<file path="config.mk">
export PLATFORM = sky130hd
export DESIGN_NAME = fifo_word_reader
export DESIGN_NICKNAME = d
export VERILOG_FILES = /design/src/rtl/fifo_pkg.sv /design/src/rtl/fifo_word_reader.sv
export SDC_FILE = /design/constraint.sdc
export NUM_CORES = 1
export LEC_CHECK = 0
export ABC_AREA = 0
export BUFFER_PORTS_ARGS = -buffer_cell sky130_fd_sc_hd__clkbuf_2
export CAP_MARGIN = 30
export CORE_ASPECT_RATIO = 2
export CORE_MARGIN = 2
export CORE_UTILIZATION = 26
export CTS_CLUSTER_DIAMETER = 150
export CTS_CLUSTER_SIZE = 30
export DETAILED_ROUTE_END_ITERATION = 6
export SYNTH_ARGS = -nofsm -noshare
export SYNTH_HDL_FRONTEND = slang
export SYNTH_SLANG_ARGS = --single-unit
</file>
<file path="constraint.sdc">
create_clock -name clk_out -period 2.5 [get_ports clk_out]
set_clock_uncertainty 0.2 [all_clocks]
set_input_delay 0.125 -clock clk_out [delete_from_list [all_inputs] [get_ports clk_out]]
set_output_delay 0.125 -clock clk_out [all_outputs]
set_load 0.03 [all_outputs]
</file>
<file path="src/rtl/fifo_pkg.sv">
// Shared definitions for the serial FIFO read/write companions.
package fifo_pkg;

  typedef enum logic [1:0] {
    IDLE = 2'd0,
    FILL = 2'd1,
    HOLD = 2'd2
  } state_t;

  localparam int unsigned DEF_WIDTH = 8;
  localparam int unsigned DEF_CNTW  = 16;

endpackage

</file>
<file path="src/rtl/fifo_word_reader.sv">
// Drains a 1-bit FIFO and packs WIDTH bits LSB-first into a word,
// delivered over a valid/ready handshake; flush discards any partial word.
module fifo_word_reader
  import fifo_pkg::*;
#(
  parameter int unsigned WIDTH = DEF_WIDTH,
  parameter int unsigned CNTW  = DEF_CNTW
) (
  input  logic             clk_out,
  input  logic             rst,
  input  logic             flush,
  input  logic             empty,
  input  logic             dataOut,
  output logic             remove,
  output logic [WIDTH-1:0] word,
  output logic             word_valid,
  input  logic             word_ready,
  output logic             busy,
  output logic [CNTW-1:0]  word_count
);

  localparam int unsigned CW = $clog2(WIDTH + 1);

  state_t        state, state_nx;
  logic [CW-1:0] req_cnt, got_cnt;
  logic          pend;
  logic          last_cap;
  logic          handshake;

  assign last_cap   = pend && (got_cnt == CW'(WIDTH - 1));
  assign handshake  = (state == HOLD) && word_ready;
  assign word_valid = (state == HOLD);
  assign busy       = (state == FILL);

  always_ff @(posedge clk_out) begin
    if (rst) state <= IDLE;
    else     state <= state_nx;
  end

  always_comb begin
    state_nx = state;
    remove   = 1'b0;
    unique case (state)
      IDLE: if (!empty) state_nx = FILL;
      FILL: begin
        remove = !empty && (req_cnt < CW'(WIDTH)) && !flush;
        if (last_cap) state_nx = HOLD;
      end
      HOLD: if (word_ready) state_nx = empty ? IDLE : FILL;
      default: state_nx = IDLE;
    endcase
    if (flush) state_nx = IDLE;
  end

  // pend marks a bit in flight: FIFO data arrives one cycle after remove.
  always_ff @(posedge clk_out) begin
    if (rst || flush) begin
      word       <= '0;
      req_cnt    <= '0;
      got_cnt    <= '0;
      pend       <= 1'b0;
      word_count <= '0;
    end else begin
      pend <= remove;
      if (remove) req_cnt <= req_cnt + CW'(1);
      if (pend) begin
        for (int unsigned i = 0; i < WIDTH; i++)
          if (got_cnt == CW'(i)) word[i] <= dataOut;
        got_cnt <= got_cnt + CW'(1);
      end
      if (handshake) begin
        word_count <= word_count + CNTW'(1);
        req_cnt    <= '0;
        got_cnt    <= '0;
        word       <= '0;
      end
    end
  end

endmodule

</file>
==> metrics.log, run 1 <==
INFO  metric worst_hold_end = state[0]
INFO  metric postPlaceCellArea = 0.00182 mm2
INFO  metric avgSynthCellArea = 9.05 um2
INFO  metric clock_sink_count = 35
INFO  metric placed_cells_incl_taps = 266
INFO  metric instances_no_fill = 274
INFO  metric remaining_drc_errors = 0
INFO  metric tritoncts = done
INFO  metric post_synthesis_instance_area = 0.00161 mm2
INFO  metric dr_total_vias = 1,311
INFO  metric worstMarginPinSlew = 0.543 ns
INFO  metric dieHeight = 115 um
INFO  metric tns = 0 ns
INFO  metric yosysSeqAreaShare = 0.435
INFO  metric clockBufferDepth = 2
INFO  metric report.power.total = 1.20 mW
INFO  metric r2r_end = word_count[13]
INFO  metric drt_iter0_markers = 53
INFO  metric post_synth_top_cells = 35 x sky130_fd_sc_hd__dfxtp_1, 32 x sky130_fd_sc_hd__nor2_1, 11 x sky130_fd_sc_hd__mux2i_1, 11 x sky130_fd_sc_hd__nand2_1
INFO  metric vdd.ir_drop.worst = 0.275 mV
INFO  metric grt.overflow.total = 0
INFO  metric netlist_top_cells_area = sky130_fd_sc_hd__dfxtp_1 43%, sky130_fd_sc_hd__nor2_1 7.5%, sky130_fd_sc_hd__mux2i_1 6.8%
INFO  metric timing.hold.worst.start = empty
INFO  metric yosysWarningCount = 0
INFO  metric diodes = 0
INFO  metric slew_headroom = 0.637
INFO  metric boundaryPins = 33
INFO  metric yosys.cell_count.top_type = sky130_fd_sc_hd__dfxtp_1
INFO  metric layout.filler_cells = 635
INFO  metric unrepaired_setup_endpoints_after_global_routing = no
INFO  metric crit_required = 2.17 ns
INFO  metric initial_core_util = 0.268
INFO  metric met1_usage = 0.109
INFO  metric min_path_type = in2reg
INFO  metric time_the_worst_path_needs_with_i_o_delays_and_setup = 1.89 ns
INFO  metric core-area = 0.00601 mm2
INFO  metric worst_hold_path.num_cells = 4
INFO  metric flow.area_growth_from_synthesis = 22.3%
INFO  metric tritoncts.num_buffers = 5
INFO  metric area_of_all_placed_cells_without_fillers = 0.00197 mm2
INFO  metric antenna_left = 0
INFO  metric ys_types = 36
INFO  metric vias_in_the_first_global_route = 1,250
INFO  metric grt_start_max_net_pins = 19
INFO  metric status = finished, final reports clean
INFO  metric layout.nets = 223
INFO  metric grt_util_met3 = 0.0281
INFO  metric io_buffer_count = 32
INFO  metric cpMaxStageDelayCell = sky130_fd_sc_hd__dfxtp_1
INFO  metric cp_slowest_stage_delay = 0.39 ns
INFO  metric clock_tree.htree_level_count = 2
INFO  metric worst_setup_path_end_kind = output pin
INFO  metric cp_cell_sequence = nor2b_1 -> and2_1 -> clkbuf_2
INFO  metric timing.final.crit_share = 0.755
INFO  metric endpoints_failing_hold = 0
INFO  metric rr_worst_depth = 4
INFO  metric postSynthCellCount = 178
INFO  metric critical_path.reg2reg.startpoint = state[0]
INFO  metric die_w = 59.7 um
INFO  metric final.hold.worst_slack = 0.0131 ns
INFO  metric post_drt_via_cell_ratio = 4.78
INFO  metric drt-wirelength-per-cell = 12.6 um
INFO  metric synth_top_cell_area_share = 0.435
INFO  metric worst_ep_arrival_time = 1.56 ns
INFO  metric post_cts_resize_count = 0
INFO  metric cellLeakagePower = 0.816 nW
INFO  metric die-area = 0.00688 mm2
INFO  metric global_route.usage.met2 = 0.200
INFO  metric antenna_violations_before_repair = 0
INFO  metric synth-main-ff-cell = sky130_fd_sc_hd__dfxtp_1
INFO  metric start_kind = register
INFO  metric clk-insertion-delay-late = 0.28 ns
INFO  metric cap_viol_max_count = 0
INFO  metric synth_top_area_cell = sky130_fd_sc_hd__dfxtp_1
INFO  metric gpl.final_weighted_congestion = 0.734
INFO  metric postSynth.asyncResetShare = 0
INFO  metric drt-total-wl = 3440 um
INFO  metric clkSlewWorstSetupHoldPaths = 0.05 ns
INFO  metric track_usage = 0.111
INFO  metric clock_tree_root = sky130_fd_sc_hd__clkbuf_16
INFO  metric critPathMaxFanout = 7
INFO  metric drive_above_1_share = 0.213
INFO  metric rows = 40
INFO  metric final_max_slew_viol_count = 0
INFO  metric dp_hpwl = 2640 um
INFO  metric global_route_wire_length_before_repair = 5690 um
INFO  metric drt_first_pass_iters = 4
INFO  metric ys_ff_latch = 35
INFO  metric powerDensity = 608 mW/mm2
INFO  metric synth-edff-count = 0
INFO  metric max_clock_freq = 530 MHz
INFO  metric syn_nets = 190
INFO  metric finalSetupViolCount = 0
INFO  metric timing.setup.critical_path_class = reg2out
INFO  metric ff2ff_setup_slack = 0.67 ns
INFO  metric grt.busiest_layer = met2
## state kept, by name, summed over array words and instances, names as in the netlist
register and count:
word 8, pend 1, state 2, word_count 16
req_cnt 4, got_cnt 4
## critical path, delay by kind of cell, from the launching register on
family,cells,cell delay [ns]
buffers and inverters,1,0.24
DFF,1,0.39
and+or+nand+nor,2,0.65
## where the power goes
group	switching, mW	internal (mW)
Sequential	0.00188	0.560
Clock	0.218	0.388
Combinational	0.0212	0.00985
Total	0.241	0.958
## how the worst max path moves through the flow
stage,from,end
floorplan,state[0],req_cnt[1]
global placement,state[0],word_count[13]
detailed placement,word_count[2],word_count[13]
CTS,state[0],remove
global route,state[0],remove
finish,state[0],remove
## cells by family (layout without fill, tap and decap cells)
logic type | after synthesis | count (layout) | synth area share
fa+ha+maj | 6 | 6 | 0.0466
buf+inv | 11 | 44 | 0.0303
compound gates | 13 | 13 | 0.0505
mux | 11 | 11 | 0.0683
flops | 35 | 35 | 0.435
xor+xnor | 15 | 15 | 0.0815
simple gates | 87 | 87 | 0.288
## through the flow
step | worst slack, ns | utilization
final | 0.612 | 0.328
after global routing | 0.509 | 0.328
after CTS | 0.585 | 0.328
after detailed placement | 0.673 | 0.303
after global placement | 0.711 | 0.303
after floorplan | 0.339 | -
## placed cells by master (no fill, tap or decap), drive strengths merged, types with 2 or more instances in the layout
cell | Yosys | layout
xnor2 | 10 | 10
or2 | 2 | 2
or3 | 2 | 2
nor2 | 32 | 32
mux2i | 11 | 11
dfxtp | 35 | 35
nor2b | 5 | 5
a21oi | 6 | 6
inv | 4 | 4
nand2 | 11 | 11
ha | 6 | 6
nor4 | 4 | 4
nor3 | 9 | 9
o21ai | 2 | 2
nand4 | 5 | 5
xor2 | 5 | 5
nand3 | 10 | 10
clkbuf | 5 | 38
## area by class of cell
| class | instances | area [um2] | area share |
|---|---|---|---|
| well taps | 63 | 78.8 | 0.0400 |
| multi-input cells | 132 | 862 | 0.437 |
| repair buffers | 33 | 170 | 0.0863 |
| flip-flops and latches | 35 | 701 | 0.356 |
| inverters | 4 | 15.0 | 0.00762 |
| clock buffers | 6 | 139 | 0.0705 |
| clock inverters | 1 | 5.00 | 0.00254 |
## per-layer routing
layer / up-vias / share of wire
met2: 27 / 0.57
met3: 7 / 0.037
met5: - / 0
met1: 604 / 0.37
li1: 673 / -
met4: 0 / 0.023
## what timing repair did
item                       CTS  global route
hold buffers                 1             0
setup buffers                0             0
hold endpoints to repair     1             0
setup endpoints to repair    0             0
Power figures use the tool's default switching activity.
==> run 2: changes to the inputs <==
Clock period 2.5 ns to 1.9 ns, I/O delays scaled along.
==> metrics.log, run 2 (synthesis gave the netlist of run 1 again) <==
INFO  metric critPathMaxFanout = 4 (-3)
INFO  metric tns = 0 ns (unchanged)
INFO  metric antenna_violations_before_repair = 0 (unchanged)
INFO  metric unrepaired_setup_endpoints_after_global_routing = no
INFO  metric status = finished, final reports clean
INFO  metric crit_required = 1.90 ns (-0.27 ns)
INFO  metric area_of_all_placed_cells_without_fillers = 0.00204 mm2 (+3.4%)
INFO  metric drt_first_pass_iters = 4 (unchanged)
INFO  metric initial_core_util = 0.268 (unchanged)
INFO  metric path_buf_inv = 0 (-1)
INFO  metric postPlaceCellArea = 0.00185 mm2 (+2.1%)
INFO  metric worstMarginPinSlew = 0.370 ns (-0.172 ns)
INFO  metric remaining_drc_errors = 0 (unchanged)
INFO  metric grt_start_max_net_pins = 19 (unchanged)
INFO  metric report.power.total = 1.58 mW (+32%)
INFO  metric clock_sink_count = 35 (unchanged)
INFO  metric cpMaxStageDelayCell = sky130_fd_sc_hd__or4_1
INFO  metric die_w = 59.7 um (unchanged)
INFO  metric min_path_type = in2reg
INFO  metric layout.nets = 230 (+3.1%)
INFO  metric start_kind = register
INFO  metric core-area = 0.00601 mm2 (unchanged)
INFO  metric cp_cell_sequence = nand4_4 -> or2_0 -> or4_1 -> a21oi_1
INFO  metric instances_no_fill = 281 (+2.6%)
INFO  metric timing.setup.critical_path_class = reg2reg
INFO  metric post_cts_resize_count = 0 (unchanged)
INFO  metric final_max_slew_viol_count = 0 (unchanged)
INFO  metric worst_path_dominant_cell_family = simple AND/OR/NAND/NOR gates
INFO  metric vias_in_the_first_global_route = 1,362 (+9.0%)
INFO  metric dp_worst_setup_slack = 0.122 ns (-0.552 ns)
INFO  metric gpl.final_weighted_congestion = 0.770 (+4.9%)
INFO  metric flow.area_growth_from_synthesis = 26.5%
INFO  metric cellLeakagePower = 0.851 nW (+4.2%)
INFO  metric max_clock_freq = 562 MHz
INFO  metric clkSlewWorstSetupHoldPaths = 0.05 ns (about the same)
INFO  metric cp_slowest_stage_delay = 0.51 ns (+0.12 ns)
INFO  metric placed_cells_incl_taps = 270 (+1.5%)
INFO  metric finalSetupViolCount = 0 (unchanged)
INFO  metric die-area = 0.00688 mm2 (unchanged)
INFO  metric cap_viol_max_count = 0 (unchanged)
INFO  metric boundaryPins = 33 (unchanged)
INFO  metric diodes = 0 (unchanged)
INFO  metric dp_hpwl = 2810 um (+6.5%)
INFO  metric powerDensity = 776 mW/mm2 (+28%)
INFO  metric cts_setup_buffers = 0 (unchanged)
INFO  metric global_route_wire_length_before_repair = 6140 um (+8.0%)
INFO  metric io_buffer_count = 32 (unchanged)
INFO  metric endpoints_failing_hold = 0 (unchanged)
INFO  metric largest_register_ff_count = 16 (unchanged)
INFO  metric worst_ep_arrival_time = 1.78 ns (+0.22 ns)
INFO  metric time_the_worst_path_needs_with_i_o_delays_and_setup = 1.78 ns
INFO  metric rows = 40 (unchanged)
INFO  metric clock_tree.htree_level_count = 2 (unchanged)
INFO  metric launch_point_of_the_worst_path = word_count[8]
INFO  metric dieHeight = 115 um (unchanged)
INFO  metric clockBufferDepth = 2 (unchanged)
INFO  metric grt.overflow.total = 0 (unchanged)
INFO  metric tritoncts.num_buffers = 5 (unchanged)
INFO  metric clock_tree_root = sky130_fd_sc_hd__clkbuf_16
INFO  metric antenna_left = 0 (unchanged)
INFO  metric timing.hold.worst.start = flush
INFO  metric worst_setup_path_end_kind = register
INFO  metric drt_iter0_markers = 48 (-9.4%)
INFO  metric largestRegisters = word_count (16), word (8)
INFO  metric largest-register = word_count
INFO  metric cts_hold_buf = 4 (+3)
INFO  metric drive_above_1_share = 0.248 (+0.0344)
INFO  metric drt-total-wl = 3600 um (+4.6%)
INFO  metric dr_total_vias = 1,359 (+3.7%)
INFO  metric tritoncts = done
INFO  metric track_usage = 0.118 (+0.00731)
INFO  metric post_drt_via_cell_ratio = 4.84 (+1.1%)
INFO  metric vdd.ir_drop.worst = 0.289 mV (+5.1%)
INFO  metric clk-insertion-delay-late = 0.28 ns (about the same)
INFO  metric slew_headroom = 0.751 (+0.114)
INFO  metric timing.final.crit_share = 0.936
INFO  metric mostFrequentLayoutCells = 32 x sky130_fd_sc_hd__nor2_1, 32 x sky130_fd_sc_hd__clkbuf_2, 31 x sky130_fd_sc_hd__dfxtp_1
INFO  metric critical_path.reg2reg.startpoint = word_count[8]
INFO  metric timing.final.ws_setup = 0.121 ns (-0.491 ns)
INFO  metric drt-wirelength-per-cell = 12.8 um (+2.0%)
INFO  metric ff2ff_setup_slack = 0.12 ns (-0.55 ns)
## run 2: worst paths after layout
check / end / depth (start not counted)
setup / recovery: word_count[14] / 4
hold / removal: word_count[13] / 5
setup reg to reg: word_count[14] / 4
hold reg to reg: req_cnt[3] / 2
## run 2: metal layers
metal  global-route usage  vias to the layer above  part of all wire
li1                     -                      691                 -
met1                0.112                      627              0.36
met2                0.222                       32              0.57
met3               0.0247                        9             0.034
met4               0.0652                        0             0.033
met5                    0                        -                 0
## run 2: area by class of cell
type,instances,area [um2]
sequential,35,706
multi-input combinational,132,865
fill,625,3970
timing repair buffer,40,230
clock inverter,1,5.00
clock buffer,6,139
inverter,4,15.0
tap,63,78.8
## run 2: power by group
part           leakage (nW)  internal, mW  switching [mW]
logic                 0.494        0.0189          0.0291
registers             0.284         0.736         0.00219
clock network        0.0727         0.511           0.285
total                 0.851          1.27           0.316
## run 2: metrics by stage
stage / hold WS [ns] / utilization
floorplan: -0.0334 / -
global placement: 0.117 / 0.309
detailed placement: 0.109 / 0.309
CTS: 0.162 / 0.339
global route: 0.197 / 0.339
finish: 0.151 / 0.339
## run 2: worst register-to-register path, cell delays in order, from the launching register on
cell                      delay (ns)
sky130_fd_sc_hd__dfxtp_1        0.42
sky130_fd_sc_hd__nand4_4        0.16
sky130_fd_sc_hd__or2_0          0.28
sky130_fd_sc_hd__or4_1          0.51
sky130_fd_sc_hd__a21oi_1        0.14
